**src/rtl/hashmap.sv**
```systemverilog
// Direct-mapped key/value store: one registered write port, one combinational
// read port, single-cycle bulk clear and a combinational collision flag.
module hashmap #(
    parameter int KEY_WIDTH   = 8,
    parameter int VALUE_WIDTH = 8,
    parameter int CACHE_SIZE  = 16,
    parameter int OVERWRITE   = 1
) (
    input  logic                   clk,
    input  logic                   rst,
    input  logic [KEY_WIDTH-1:0]   write_key,
    input  logic [VALUE_WIDTH-1:0] write_value,
    input  logic                   write_request,
    output logic                   collision,
    input  logic [KEY_WIDTH-1:0]   read_key,
    output logic [VALUE_WIDTH-1:0] read_value,
    output logic                   read_response,
    input  logic                   clear_cache
);

    localparam int INDEX_WIDTH = $clog2(CACHE_SIZE);
    localparam int NUM_CHUNKS  = (KEY_WIDTH + INDEX_WIDTH - 1) / INDEX_WIDTH;
    localparam int PAD_WIDTH   = NUM_CHUNKS * INDEX_WIDTH;

    // XOR-fold of the key in INDEX_WIDTH chunks; a key no wider than the
    // index collapses to a single zero-extended chunk.
    function automatic logic [INDEX_WIDTH-1:0] hash(input logic [KEY_WIDTH-1:0] key);
        logic [PAD_WIDTH-1:0]   padded;
        logic [INDEX_WIDTH-1:0] acc;
        padded                 = '0;
        padded[KEY_WIDTH-1:0]  = key;
        acc                    = '0;
        for (int unsigned i = 0; i < NUM_CHUNKS; i++) begin
            acc = acc ^ padded[i*INDEX_WIDTH +: INDEX_WIDTH];
        end
        return acc;
    endfunction

    logic [CACHE_SIZE-1:0]  slot_valid;
    logic [KEY_WIDTH-1:0]   slot_key   [CACHE_SIZE];
    logic [VALUE_WIDTH-1:0] slot_value [CACHE_SIZE];

    logic [INDEX_WIDTH-1:0] rd_idx;
    logic [INDEX_WIDTH-1:0] wr_idx;
    logic                   wr_slot_valid;
    logic                   wr_key_match;
    logic                   wr_enable;

    always_comb begin
        rd_idx        = hash(read_key);
        read_response = slot_valid[rd_idx] && (slot_key[rd_idx] == read_key);
        read_value    = read_response ? slot_value[rd_idx] : '0;
    end

    always_comb begin
        wr_idx        = hash(write_key);
        wr_slot_valid = slot_valid[wr_idx];
        wr_key_match  = slot_key[wr_idx] == write_key;
        collision     = write_request && wr_slot_valid && !wr_key_match;
        // An occupied slot is only touched when overwriting is enabled,
        // which covers both same-key updates and evictions.
        wr_enable     = write_request && (!wr_slot_valid || (OVERWRITE != 0));
    end

    always_ff @(posedge clk) begin
        if (rst || clear_cache) begin
            slot_valid <= '0;
        end else if (wr_enable) begin
            slot_valid[wr_idx] <= 1'b1;
            slot_key[wr_idx]   <= write_key;
            slot_value[wr_idx] <= write_value;
        end
    end

endmodule

```
**config.mk**
```make
export PLATFORM = sky130hd
export DESIGN_NAME = hashmap
export DESIGN_NICKNAME = d
export VERILOG_FILES = /design/src/rtl/hashmap.sv
export SDC_FILE = /design/constraint.sdc
export NUM_CORES = 1
export LEC_CHECK = 0
export BUFFER_PORTS_ARGS = -buffer_cell sky130_fd_sc_hd__buf_2
export CAP_MARGIN = 20
export CELL_PAD_IN_SITES_DETAIL_PLACEMENT = 1
export CELL_PAD_IN_SITES_GLOBAL_PLACEMENT = 2
export CORE_ASPECT_RATIO = 0.7
export CORE_MARGIN = 3
export CORE_UTILIZATION = 46
export CTS_BUF_LIST = sky130_fd_sc_hd__clkbuf_8
export DETAILED_ROUTE_END_ITERATION = 16
export PLACE_DENSITY_LB_ADDON = 0.1
export SYNTH_ARGS = -nofsm -noshare
export SYNTH_HDL_FRONTEND = slang
export SYNTH_SLANG_ARGS = --single-unit
```
**constraint.sdc**
```tcl
create_clock -name clk -period 4.32 [get_ports clk]
set_clock_uncertainty 0.05 [all_clocks]
set_input_delay 0.864 -clock clk [delete_from_list [all_inputs] [get_ports clk]]
set_output_delay 0.864 -clock clk [all_outputs]
set_load 0.005 [all_outputs]
```
Word-level counts from Yosys, hierarchy flattened
Memory sizes are Yosys's and may differ from the RTL's.
Index checks and enable logic that the tools add are counted.
{ "word_totals": {"mem_bits_rw": 256, "input_bits": 28, "register_bits": 16, "mem_count": 2, "out_inout_bits": 10} }
{ "op_classes": {"n_lt_le_gt_ge": 3, "eq_ne": 2, "n_bitwise": 3, "n_mux": 10, "n_reduce_logical": 6} }
{ "memory_table": {"columns": ["name", "depth", "width", "rd", "rd_clocked_by_memory_dff", "write_ports", "line_no", "source"], "rows": [
  ["slot_key", 16, 8, 2, 0, 1, "40", "logic [KEY_WIDTH-1:0] slot_key [CACHE_SIZE];"],
  ["slot_value", 16, 8, 1, 0, 1, "41", "logic [VALUE_WIDTH-1:0] slot_value [CACHE_SIZE];"]
]} }
{ "ops": {"columns": ["operator", "count"], "rows": [
  ["== test 8 bit", 2],
  ["bitwise OR 16 bit", 1],
  ["less-than comparator 4 x 5 -> 1 bit, second input constant", 2],
  ["binary-select mux 1 bit (select 4 bit)", 2],
  ["two-way mux 8 bit", 1],
  ["bitwise XOR 4 bit", 2],
  ["two-way mux 1 bit", 6],
  ["demux 1 bit (select 4 bit)", 1],
  [">= comparator 4 x 1 -> 1 bit, second input constant", 1],
  ["logical AND 1 bit", 4],
  ["logical NOT 1 bit", 1],
  ["logical OR 1 bit", 1]
]} }

Longest topological paths before layout
Gate-level depths: netlist (run 1).
{ "depth": {"depth_word": 6, "depth_mapped": 11} }

Least setup slack after synthesis (run 1)
No wires, ideal clock.
{ "synth_path": {"path_kind": "input to output", "start": "input port read_key[4]", "end": "output port read_value[0]", "cell_stages": 10, "t_arrival_ns": 3.512, "path_buffers": 3, "t_required_ns": 3.406, "setup_slack_ns": -0.106, "path_cell_list": "buf_6 > xor2_2 > buf_6 > mux4_2 > and3_4 > a2111oi_4 > o32ai_1 > or4_4 > buf_6 > nor4b_1"} }
{ "synth_via": {"elab_chain_cells": 5, "word_cells_on_any_way": 8, "cone_classes": "eq/ne: 1; mux: 3; bitwise: 1; reduce/logical: 1; memory: 2"} }
{ "synth_lines": {"columns": ["item", "line_no", "source"], "rows": [
  ["from (decl)", "15", "input logic [KEY_WIDTH-1:0] read_key,"],
  ["bitwise XOR 4 bit", "34", "acc = acc ^ padded[i*INDEX_WIDTH +: INDEX_WIDTH];"],
  ["memory read (16 x 8 bit) or binary-select mux 1 bit (select 4 bit) (tied branches)", null, null],
  ["== test 8 bit or two-way mux 1 bit (tied branches)", "51", "read_response = slot_valid[rd_idx] && (slot_key[rd_idx] == read_key);"],
  ["logical AND 1 bit", "51", null],
  ["two-way mux 8 bit (*)", "52", "read_value = read_response ? slot_value[rd_idx] : '0;"],
  ["to (decl)", "16", "output logic [VALUE_WIDTH-1:0] read_value,"]
]} }
Every way passes the cells marked *; elsewhere a longest branch is shown, timed or not. The select of a mux whose other input is x is not followed.

Worst setup path in the final report (run 1)
{ "layout_path": {"start": "input port read_key[0]", "end": "output port read_value[0]"} }
Same word-level chain as after synthesis.

==> results of run 1 <==
-- layer usage --
metal	vias up	routed length (um)	GRT usage
li1	2931	-	-
met1	3847	15500	0.380
met2	370	15900	0.377
met3	43	3280	0.0672
met4	0	590	0.0598
met5	-	0	0
-- power groups by stage --
| stage | Combinational, mW | Clock, mW | Sequential, mW |
|---|---|---|---|
| after detailed placement | 0.781 | 0 | 2.97 |
| after global placement | 0.765 | 0 | 2.97 |
| final | 0.944 | 2.39 | 2.92 |
| after floorplan | 0.468 | 0 | 2.97 |
| after global routing | 0.993 | 2.55 | 2.92 |
| after CTS | 0.839 | 2.44 | 2.92 |
-- area by class of cell --
type                    count  area, sq um
clock inverters            25          239
fillers                  2181        10200
repair buffers            149         1320
well taps                 325          407
multi-input cells         307         4320
flip-flops and latches    272         8010
clock buffers              50          688
inverters                   6         22.5
-- registers in the layout (all words and copies together) (netlist names) --
name,count
slot_key,128
slot_value,128
slot_valid,16
-- repair_timing --
action / CTS / global route
gates resized for setup: 32 / 52
pin swaps: 16 / 20
cloned: 2 / 1
setup endpoints to repair: 10 / 10
setup buffers: 2 / 24
-- through the flow --
step	setup slack [ns]	power (mW)
global placement	-0.389	3.74
detailed placement	-0.510	3.76
floorplan	-0.0461	3.44
CTS	-0.416	6.19
global route	-0.496	6.46
finish	-0.450	6.25
-- cell usage after synthesis, types with 2 or more instances --
master                     number  area, sq um
sky130_fd_sc_hd__buf_2         11         55.1
sky130_fd_sc_hd__mux2i_1       30          300
sky130_fd_sc_hd__a21oi_1        6         30.0
sky130_fd_sc_hd__clkbuf_1      15         56.3
sky130_fd_sc_hd__a211oi_1       5         37.5
sky130_fd_sc_hd__nor2b_1        8         50.1
sky130_fd_sc_hd__mux4_1         4          105
sky130_fd_sc_hd__nor3_1         2         10.0
sky130_fd_sc_hd__a22oi_1        2         15.0
sky130_fd_sc_hd__xor2_1         9         78.8
sky130_fd_sc_hd__a221oi_1       2         17.5
sky130_fd_sc_hd__dfxtp_1       16          320
sky130_fd_sc_hd__and2_1         2         12.5
sky130_fd_sc_hd__edfxtp_1     256         7690
sky130_fd_sc_hd__nand4_1        9         56.3
sky130_fd_sc_hd__nor4bb_1       2         20.0
sky130_fd_sc_hd__buf_1          4         15.0
sky130_fd_sc_hd__o21ai_0       10         50.1
sky130_fd_sc_hd__a31oi_1        2         12.5
sky130_fd_sc_hd__nor2_1        31          116
sky130_fd_sc_hd__xnor2_1        7         61.3
sky130_fd_sc_hd__buf_6          3         33.8
sky130_fd_sc_hd__buf_4          4         30.0
sky130_fd_sc_hd__a21o_1        16          120
sky130_fd_sc_hd__nor4b_1        8         70.1
sky130_fd_sc_hd__o31ai_1        2         15.0
sky130_fd_sc_hd__nand3_1        2         10.0
sky130_fd_sc_hd__nand2_1       23         86.3
sky130_fd_sc_hd__mux4_2       107         2410
sky130_fd_sc_hd__mux2_2         3         33.8
sky130_fd_sc_hd__inv_1          6         22.5
-- logic make-up (layout without fill, tap and decap cells) --
| family | Yosys count | after routing |
|---|---|---|
| buf+inv | 43 | 230 |
| compound gates | 52 | 52 |
| simple gates | 93 | 94 |
| mux | 144 | 144 |
| flops | 272 | 272 |
| xor+xnor | 17 | 17 |
-- worst max path at each step --
stage                                to   startpoint  cells past startpoint
after floorplan           read_value[0]  read_key[4]                     10
after global placement    read_value[1]  read_key[0]                     12
after detailed placement  read_value[2]  read_key[0]                     12
after CTS                 read_value[0]  read_key[4]                     12
after global routing      read_value[4]  read_key[0]                     11
final                     read_value[0]  read_key[0]                     12
==> results by group, run 1 <==
Critical path
  • CP Capture Type: output pin
  • Worst-path cell chain: buf_8 -> xor2_4 -> buf_12 -> buf_12 -> mux4_2 -> mux2i_4 -> o21ai_2 -> a211oi_2 -> o32ai_4 -> or4_4 -> nor4b_2 -> buf_2
  • Critical path's largest stage delay: 0.69 ns
  • Cell seen most often among critical-path stages: sky130_fd_sc_hd__buf_12
  • Slowest stage cell on the critical path: sky130_fd_sc_hd__or4_4
  • Path depth of the worst reg2reg path: 1
  • Required time of the critical path: 3.41 ns
  • Register-to-Register Setup Slack: 3.67 ns
  • Critical Path Source Type: input pin
  • Arrival time of the worst setup path: 3.86 ns
  • Category of the most critical setup path: in2out
  • Kind of cell with the highest combined delay on the critical path: simple AND/OR/NAND/NOR gates
  • End of the worst register-to-register path: slot_valid[1]$_SDFFE_PP0P_
  • Number of buffers and inverters on the critical path: 4
  • Critical path fanouts, max: 5
  • Reg-to-reg startpoint: slot_valid[1]$_SDFFE_PP0P_

Cells and area
  • Most common library cell in the layout ignoring fill and taps: sky130_fd_sc_hd__edfxtp_1
  • Final design utilization: 0.595
  • Non-filler cells in the finished layout: 1134
  • Count of nets after finishing: 807
  • Post-route cell area: 15000 sq um
  • Synth-to-Final Area Change: 24.2%
  • Most used cells in the layout excluding fill and tap cells: sky130_fd_sc_hd__edfxtp_1 (256), sky130_fd_sc_hd__mux4_2 (110), sky130_fd_sc_hd__buf_4 (90)
  • Antenna Cells: 0
  • Share of final-layout standard cells stronger than drive strength 1: 0.485

Clock tree
  • TritonCTS clock tree: done
  • Number of clock buffers inserted by TritonCTS: 43
  • Cell at the root of the clock tree: sky130_fd_sc_hd__clkbuf_8
  • Number of sinks handled by clock tree synthesis: 272
  • Hold-fix buffer count after cts: 0
  • Later-pin clock latency in the skew report: 0.56 ns
  • Clk buf depth: 3
  • Clock-pin slew on the worst setup and hold paths: 0.06 ns
  • Depth of the CTS H-tree: 2

Pwr
  • Internal power summed over all cells: 4.72 mW
  • Gate power share: 0.151
  • Leakage power of the design: 5.21 nW
  • Power density normalized to cell area: 417 nW/um^2
  • Share of power burned in registers: 0.467
  • Clock group share of total power: 0.383
  • Switching power total: 1.53 mW
  • Maximum vdd ir drop: 0.235 mV
  • Switching Share: 0.245

Global routing
  • Number of global-route vias before repair: 7511
  • Largest net degree at the start of global routing: 30
  • Initial antenna violation count: 0
  • Residual overflow from global routing: 0
  • Global-route wire length before repair: 50700 um
  • GRT Overall Usage: 0.253

STA
  • Setup repair after global routing missed its margin: true
  • Smallest setup slack after layout: -0.450 ns
  • Fin. max-slew vios: 0
  • Final-layout setup total negative slack: -3.54 ns
  • Worst slew margin relative to its limit: 0.470
  • Worst Max-Slew Pin Slew: 0.790 ns
  • Setup violations, final: 9
  • Worst hold slack: 0.429 ns
  • Tmin final: 4.77 ns
  • Fin. Hold Viols: 0
  • Post-route fraction of the period consumed by the critical path: 1.10
  • Highest Clock Rate: 210 MHz

Logic synthesis
  • Most instantiated flip-flop cell in the synthesis netlist: sky130_fd_sc_hd__edfxtp_1
  • Sequential fraction of the synthesis area: 0.663
  • Number of enable flip-flop cells after synthesis: 256
  • Fraction of registers with async set/reset: 0
  • Simple-gate portion of the synthesized area: 0.0398
  • Complex-gate fraction of the synthesized area: 0.0312
  • Total of flip-flops plus latches after synthesis: 272
  • Post-Synth XOR/XNOR Area: 0.0129
  • Post-synth cell types: 45
  • Number of nets produced by synthesis: 649
  • Avg Cell Area, Syn: 19.5 sq um
  • Count of mapped cells out of synthesis: 621
  • Summed instance area of the synthesized netlist: 12100 sq um
  • Combinational family with the most area after synthesis: multiplexers
  • Area share of fa/ha/maj cells after synthesis: 0
  • Mux cell area share after synthesis: 0.236
  • Synth warnings: 0

Placement
  • Number of port buffers: 37
  • Final GP Congestion: 0.868
  • Final HPWL from detailed placement: 22800 um
  • # placed instances: 1030
  • Cell area reported after detailed placement: 13400 sq um

Route
  • Detailed Route Iter0 Violations: 785
  • Wire per inst: 31.1 um
  • Drt first pass iters: 4
  • DRT antenna net count: 0
  • Avg Vias per Cell: 6.34
  • DRC violation count after routing: 0
  • Count of vias placed by the detailed router: 7191
  • Total wire length: 35300 um

Die
  • Vertical die dimension: 142 um
  • Floorplan die width: 200 um
  • Total I/O pin count: 38
  • Core area: 25200 sq um
  • Total number of placement rows: 48
  • Die outline area: 28300 sq um
  • Initial core utilization: 0.479

Hold path
  • Hold path startpoint: slot_valid[6]$_SDFFE_PP0P_
  • Type of the most critical hold path: reg2reg
  • Hold Path Depth: 1
  • Endpoint with the worst hold slack: slot_valid[6]$_SDFFE_PP0P_

Run status
  • Outcome: complete, but fails checks
  • Violations in the final reports: setup timing

Flow run
  • Max-cap violations: 0
(Power assumes the default switching activity.)
==> run 2: changes to the inputs <==
--- a/config.mk
+++ b/config.mk
@@ -18,3 +18,4 @@
 export SYNTH_ARGS = -nofsm -noshare
 export SYNTH_HDL_FRONTEND = slang
 export SYNTH_SLANG_ARGS = --single-unit
+export TNS_END_PERCENT = 20
==> run 2 against run 1 <==
  * The flow still finishes with violations (setup timing)
  * Total power is 0.64% lower
  * Worst hold slack hardly changed
  * Combinational power decreased by 3.4%
  * Final cell count is 0.71% lower
  * Worst setup slack better by 0.028 ns
  * Wire length is 0.99% lower
  * Via count down 1.0%
  * Clock-buffer cell count did not move
  * Global-route usage unchanged
  * Critical path depth stayed put
  * Non-clock buffer count is 8 lower
  * Critical path type unchanged
  * Largest cell class unchanged
==> results by group, run 2 (synthesis results as in run 1) <==
Flow run
  • Max-cap violations: 0

STA
  • Worst Max-Slew Pin Slew: 0.731 ns
  • Fin. max-slew vios: 0
  • Worst slew margin relative to its limit: 0.510
  • Smallest setup slack after layout: -0.422 ns
  • Setup violations, final: 9
  • Worst hold slack: 0.429 ns
  • Setup repair after global routing missed its margin: true
  • Post-route fraction of the period consumed by the critical path: 1.10
  • Tmin final: 4.74 ns
  • Fin. Hold Viols: 0
  • Highest Clock Rate: 211 MHz

Route
  • Drt first pass iters: 5
  • DRT antenna net count: 0
  • Total wire length: 34900 um
  • Detailed Route Iter0 Violations: 796
  • Avg Vias per Cell: 6.32
  • DRC violation count after routing: 0
  • Count of vias placed by the detailed router: 7116
  • Wire per inst: 31.0 um

Critical path
  • Kind of cell with the highest combined delay on the critical path: simple AND/OR/NAND/NOR gates
  • Cell seen most often among critical-path stages: sky130_fd_sc_hd__buf_12
  • Worst-path cell chain: buf_8 -> xor2_4 -> buf_12 -> buf_12 -> mux4_2 -> mux2i_4 -> o21ai_2 -> a211oi_2 -> o32ai_4 -> or4_4 -> nor4b_2 -> buf_2
  • Critical Path Source Type: input pin
  • CP Capture Type: output pin
  • Critical path's largest stage delay: 0.68 ns
  • Slowest stage cell on the critical path: sky130_fd_sc_hd__or4_4
  • Category of the most critical setup path: in2out
  • Required time of the critical path: 3.41 ns
  • Number of buffers and inverters on the critical path: 4
  • Critical path fanouts, max: 5
  • Arrival time of the worst setup path: 3.83 ns

Cells and area
  • Sequential Area: 8010 sq um
  • Area occupied by multi-input gates: 4290 sq um
  • Synth-to-Final Area Change: 23.1%
  • Final-layout fill cell count: 2189
  • Count of nets after finishing: 799
  • Non-filler cells in the finished layout: 1126
  • Most common library cell in the layout ignoring fill and taps: sky130_fd_sc_hd__edfxtp_1
  • Post-route cell area: 14900 sq um
  • Share of final-layout standard cells stronger than drive strength 1: 0.473
  • Largest regs: slot_key: 128 flops, slot_value: 128 flops, slot_valid: 16 flops
  • Antenna Cells: 0
  • Most used cells in the layout excluding fill and tap cells: sky130_fd_sc_hd__edfxtp_1 (256), sky130_fd_sc_hd__mux4_2 (110), sky130_fd_sc_hd__buf_4 (84)

Die
  • Initial core utilization: 0.479
  • Total I/O pin count: 38
  • Die outline area: 28300 sq um
  • Core area: 25200 sq um
  • Total number of placement rows: 48
  • Vertical die dimension: 142 um
  • Floorplan die width: 200 um

Hold path
  • Type of the most critical hold path: reg2reg

Run status
  • Violations in the final reports: setup timing
  • Outcome: complete, but fails checks

Clock tree
  • Clock-pin slew on the worst setup and hold paths: 0.06 ns
  • Clk buf depth: 3
  • Number of clock buffers inserted by TritonCTS: 43
  • Number of sinks handled by clock tree synthesis: 272
  • Depth of the CTS H-tree: 2
  • Cell at the root of the clock tree: sky130_fd_sc_hd__clkbuf_8
  • Later-pin clock latency in the skew report: 0.56 ns
  • TritonCTS clock tree: done

Global routing
  • Residual overflow from global routing: 0
  • GRT Overall Usage: 0.253
  • Number of global-route vias before repair: 7518
  • Largest net degree at the start of global routing: 30
  • Global-route wire length before repair: 50700 um
  • Initial antenna violation count: 0

Placement
  • Cell area reported after detailed placement: 13400 sq um
  • Number of port buffers: 37
  • # placed instances: 1030
  • Final GP Congestion: 0.868
  • Final HPWL from detailed placement: 22800 um

Pwr
  • Power density normalized to cell area: 418 nW/um^2
  • Leakage power of the design: 5.16 nW
  • Maximum vdd ir drop: 0.235 mV
## run 2: changes by cell type in the layout (fill, tap and decap cells not counted), moves of 2 or more
cell	change
sky130_fd_sc_hd__mux2i_1	+2
sky130_fd_sc_hd__buf_4	-6
sky130_fd_sc_hd__o21ai_1	-2
sky130_fd_sc_hd__mux2i_2	-2
sky130_fd_sc_hd__buf_12	-2
sky130_fd_sc_hd__o21ai_0	+2
## run 2: worst paths after layout
kind,start,end,slack [ns],cells after the start
hold reg to reg,slot_valid[6]$_SDFFE_PP0P_,slot_valid[6]$_SDFFE_PP0P_,0.43,1
setup / recovery,read_key[0],read_value[4],-0.42,12
setup reg to reg,slot_valid[3]$_SDFFE_PP0P_,slot_valid[3]$_SDFFE_PP0P_,3.66,1
hold / removal,slot_valid[6]$_SDFFE_PP0P_,slot_valid[6]$_SDFFE_PP0P_,0.43,1
## run 2: through the flow
stage          power (mW)  TNS [ns]  setup slack, ns  utilization
4_1_cts              6.19     -3.54           -0.416        0.578
6_report             6.21     -3.27           -0.422        0.590
3_5_place_dp         3.76     -4.33           -0.510        0.531
5_1_grt              6.43     -3.97           -0.498        0.590
2_1_floorplan        3.44    -0.369          -0.0461            -
3_3_place_gp         3.74     -3.23           -0.389        0.531
## run 2: what timing repair did
| action | in CTS | in global routing |
|---|---|---|
| pin swaps | 16 | 14 |
| gates cloned | 2 | 0 |
| gates resized for setup | 34 | 36 |
| hold endpoints to repair | 0 | 0 |
| endpoints found under the setup margin | 10 | 10 |
| hold buffers | 0 | 0 |
| setup buffers | 1 | 18 |
## run 2: layer usage
| metal | global-route usage | vias to the layer above | wire length [um] |
|---|---|---|---|
| li1 | - | 2910 | - |
| met1 | 0.381 | 3833 | 15700 |
| met2 | 0.376 | 325 | 15700 |
| met3 | 0.0674 | 48 | 2880 |
| met4 | 0.0617 | 0 | 681 |
| met5 | 0 | - | 0 |
## run 2: final cells by class
cell class / count / share of cell area
clock buffer: 50 / 0.0463
clock inverter: 25 / 0.0161
inverter: 6 / 0.00151
multi-input combinational: 307 / 0.289
sequential: 272 / 0.538
tap: 325 / 0.0273
timing repair buffer: 141 / 0.0817
## run 2: report_power, final
part           internal (mW)  total [mW]  switching (mW)
registers               2.91        2.92          0.0105
logic                  0.440       0.912           0.472
clock network           1.36        2.38            1.03
==> run 3: changes to the inputs <==
--- a/config.mk
+++ b/config.mk
@@ -5,13 +5,14 @@
 export SDC_FILE = /design/constraint.sdc
 export NUM_CORES = 1
 export LEC_CHECK = 0
+export ABC_AREA = 1
 export BUFFER_PORTS_ARGS = -buffer_cell sky130_fd_sc_hd__buf_2
 export CAP_MARGIN = 20
 export CELL_PAD_IN_SITES_DETAIL_PLACEMENT = 1
 export CELL_PAD_IN_SITES_GLOBAL_PLACEMENT = 2
 export CORE_ASPECT_RATIO = 0.7
 export CORE_MARGIN = 3
-export CORE_UTILIZATION = 46
+export CORE_UTILIZATION = 37
 export CTS_BUF_LIST = sky130_fd_sc_hd__clkbuf_8
 export DETAILED_ROUTE_END_ITERATION = 16
 export PLACE_DENSITY_LB_ADDON = 0.1
==> run 3 against run 2 <==
  * The run now ends clean
  * Sequential power about the same
  * Synthesized area increased by 9.6%
  * Final cell count increased by 81%
  * Critical path depth increased by 2
  * Critical path type unchanged
  * Critical endpoint is now read_value[2]
  * Largest power group unchanged
==> results by group, run 3 <==
Critical path
  • Cell seen most often among critical-path stages: sky130_fd_sc_hd__nand3_1
  • Category of the most critical setup path: in2out
  • Arrival time of the worst setup path: 3.14 ns
  • Critical path fanouts, max: 36
  • Path depth of the worst reg2reg path: 2
  • Slowest stage cell on the critical path: sky130_fd_sc_hd__nand2_4
  • Critical Path Source Type: input pin
  • CP Capture Type: output pin
  • Worst-path cell chain: buf_2 -> inv_2 -> nand2_4 -> nand2_4 -> buf_12 -> nand2_1 -> nand3_1 -> nand3_1 -> nand3_1 -> nand3_1 -> nand2_1 -> nand3_4 -> nor3_2 -> buf_2
  • Required time of the critical path: 3.41 ns
  • Critical path's largest stage delay: 0.28 ns

Logic synthesis
  • Combinational family with the most area after synthesis: simple AND/OR/NAND/NOR gates
  • Post-Synth XOR/XNOR Area: 0.00444
  • Mux cell area share after synthesis: 0
  • Synth warnings: 0
  • Count of mapped cells out of synthesis: 1454
  • Post-synth top area share: 0.580
  • Most frequently used cell type in the post-synthesis netlist: sky130_fd_sc_hd__nand2_1
  • Area share of fa/ha/maj cells after synthesis: 0
  • Most instantiated flip-flop cell in the synthesis netlist: sky130_fd_sc_hd__edfxtp_1
  • Number of enable flip-flop cells after synthesis: 256
  • Post-synth cell types: 32
  • Total of flip-flops plus latches after synthesis: 272
  • Top cells by area, synth: sky130_fd_sc_hd__edfxtp_1 (58%), sky130_fd_sc_hd__nand2_1 (16%), sky130_fd_sc_hd__nand3_1 (9.3%), sky130_fd_sc_hd__inv_1 (3.5%), sky130_fd_sc_hd__dfxtp_1 (2.4%)
  • Simple-gate portion of the synthesized area: 0.287
  • Cell accounting for the most synthesized area: sky130_fd_sc_hd__edfxtp_1
  • Complex-gate fraction of the synthesized area: 0.0351
  • Fraction of registers with async set/reset: 0
  • Avg Cell Area, Syn: 9.11 sq um
  • Number of nets produced by synthesis: 1482
  • Sequential fraction of the synthesis area: 0.605
  • Summed instance area of the synthesized netlist: 13200 sq um
  • Top cells by count, synth: sky130_fd_sc_hd__nand2_1 (575), sky130_fd_sc_hd__edfxtp_1 (256), sky130_fd_sc_hd__nand3_1 (246)

STA
  • Final-layout setup total negative slack: 0 ns
  • Worst hold slack: 0.453 ns
  • Worst Max-Slew Pin Slew: 0.695 ns
  • Smallest setup slack after layout: 0.265 ns
  • Setup violations, final: 0
  • Fin. max-slew vios: 0
  • Fin. Hold Viols: 0
  • Tmin final: 4.05 ns
  • Highest Clock Rate: 247 MHz
  • Post-route fraction of the period consumed by the critical path: 0.939
  • Setup repair after global routing missed its margin: false
  • Worst slew margin relative to its limit: 0.536

Cells and area
  • Share of final-layout standard cells stronger than drive strength 1: 0.136
  • Most used cells in the layout excluding fill and tap cells: sky130_fd_sc_hd__nand2_1 (573), sky130_fd_sc_hd__edfxtp_1 (256), sky130_fd_sc_hd__nand3_1 (246)
  • Most common library cell in the layout ignoring fill and taps: sky130_fd_sc_hd__nand2_1
  • Antenna Cells: 0
  • Post-route cell area: 15300 sq um
  • Area occupied by multi-input gates: 4410 sq um
  • Synth-to-Final Area Change: 15.3%
  • Count of nets after finishing: 1560
  • Largest regs: slot_key: 128 flops, slot_value: 128 flops, slot_valid: 16 flops
  • Sequential Area: 8010 sq um
  • Final-layout fill cell count: 4080

Route
  • DRT antenna net count: 0
  • DRC violation count after routing: 0
  • Drt first pass iters: 5
  • Avg Vias per Cell: 5.24
  • Wire per inst: 23.3 um
  • Total wire length: 47300 um
  • Detailed Route Iter0 Violations: 924
  • Count of vias placed by the detailed router: 10677

Hold path
  • Type of the most critical hold path: reg2reg
  • Hold Path Depth: 2

Clock tree
  • Number of sinks handled by clock tree synthesis: 272
  • Clock-pin slew on the worst setup and hold paths: 0.06 ns
  • Number of clock buffers inserted by TritonCTS: 45
  • Later-pin clock latency in the skew report: 0.57 ns
  • Post-CTS Setup Inserts: 0
  • Clk buf depth: 3
  • Depth of the CTS H-tree: 2
  • Cell at the root of the clock tree: sky130_fd_sc_hd__clkbuf_8
  • TritonCTS clock tree: done

Run status
  • Outcome: finished, final reports clean

Global routing
  • Global-route wire length before repair: 70400 um
  • Residual overflow from global routing: 0
  • Number of global-route vias before repair: 10775
  • Largest net degree at the start of global routing: 63
  • GRT Overall Usage: 0.252
  • Initial antenna violation count: 2

Placement
  • Worst slack at placement: -0.240 ns
  • Number of port buffers: 37
  • Final GP Congestion: 0.813
  • Cell area reported after detailed placement: 14400 sq um
  • Final HPWL from detailed placement: 29500 um

Pwr
  • Switching Share: 0.283
  • Internal power summed over all cells: 4.33 mW
  • Maximum vdd ir drop: 0.188 mV
  • Switching power total: 1.71 mW
  • Gate power share: 0.148
  • Overall Power: 6.04 mW
  • Power density normalized to cell area: 395 nW/um^2
  • Share of power burned in registers: 0.483
  • Clock group share of total power: 0.369
  • Leakage power of the design: 6.31 nW

Die
  • Initial core utilization: 0.378
  • Die outline area: 38100 sq um
  • Total I/O pin count: 38
  • Vertical die dimension: 164 um
  • Floorplan die width: 232 um
  • Core area: 35000 sq um
  • Total number of placement rows: 57

Flow run
  • Max-cap violations: 0
run 3: repair_timing:
| item | in CTS | in global routing |
|---|---|---|
| hold endpoints to repair | 0 | 0 |
| hold buffers | 0 | 0 |
| gates resized for setup | 2 | 4 |
| setup endpoints to repair | 1 | 1 |
run 3: worst max-delay path: cells and delay by family:
kind                   cells  cell delay, ns
AND/OR/NAND/NOR           10            1.60
buffers and inverters      4            0.65
run 3: power by group through the flow:
| stage | Sequential [mW] | Clock [mW] | Combinational (mW) |
|---|---|---|---|
| 2_1_floorplan | 2.97 | 0 | 0.518 |
| 3_3_place_gp | 2.97 | 0 | 0.875 |
| 3_5_place_dp | 2.97 | 0 | 0.886 |
| 4_1_cts | 2.92 | 2.28 | 0.891 |
| 5_1_grt | 2.92 | 2.39 | 0.985 |
| 6_report | 2.92 | 2.23 | 0.892 |
run 3: path summary, 6_finish.rpt:
kind / from / endpoint / slack, ns
setup / recovery: read_key[4] / read_value[2] / 0.27
hold / removal: slot_valid[12]$_SDFFE_PP0P_ / slot_valid[12]$_SDFFE_PP0P_ / 0.45
setup reg to reg: slot_valid[4]$_SDFFE_PP0P_ / slot_valid[4]$_SDFFE_PP0P_ / 3.61
hold reg to reg: slot_valid[12]$_SDFFE_PP0P_ / slot_valid[12]$_SDFFE_PP0P_ / 0.45
run 3: area by class of cell:
cell class,count,area share
Clock inverter,30,0.0120
Multi-Input combinational cell,976,0.289
Clock buffer,49,0.0442
Inverter,132,0.0325
Tap cell,472,0.0387
Timing Repair Buffer,105,0.0591
Sequential cell,272,0.525
run 3: routing by layer:
layer	vias up	wire length, um	GRT usage	share of wire
li1	5000	-	-	-
met1	5330	23700	0.386	0.50
met2	281	20100	0.373	0.42
met3	64	2480	0.0414	0.052
met4	2	1020	0.0611	0.022
met5	-	8	0	0.00017
run 3: logic make-up after synthesis:
family / Yosys count
buffers and inverters: 206
xor gates and xnor gates: 5
DFF: 272
and+or+nand+nor: 894
AOI/OAI and AO/OA: 77
run 3: metrics by stage:
step	std cells	util
2_1_floorplan	1454	-
3_3_place_gp	1958	0.411
3_5_place_dp	1958	0.411
4_1_cts	2037	0.436
5_1_grt	2036	0.436
6_report	2036	0.436
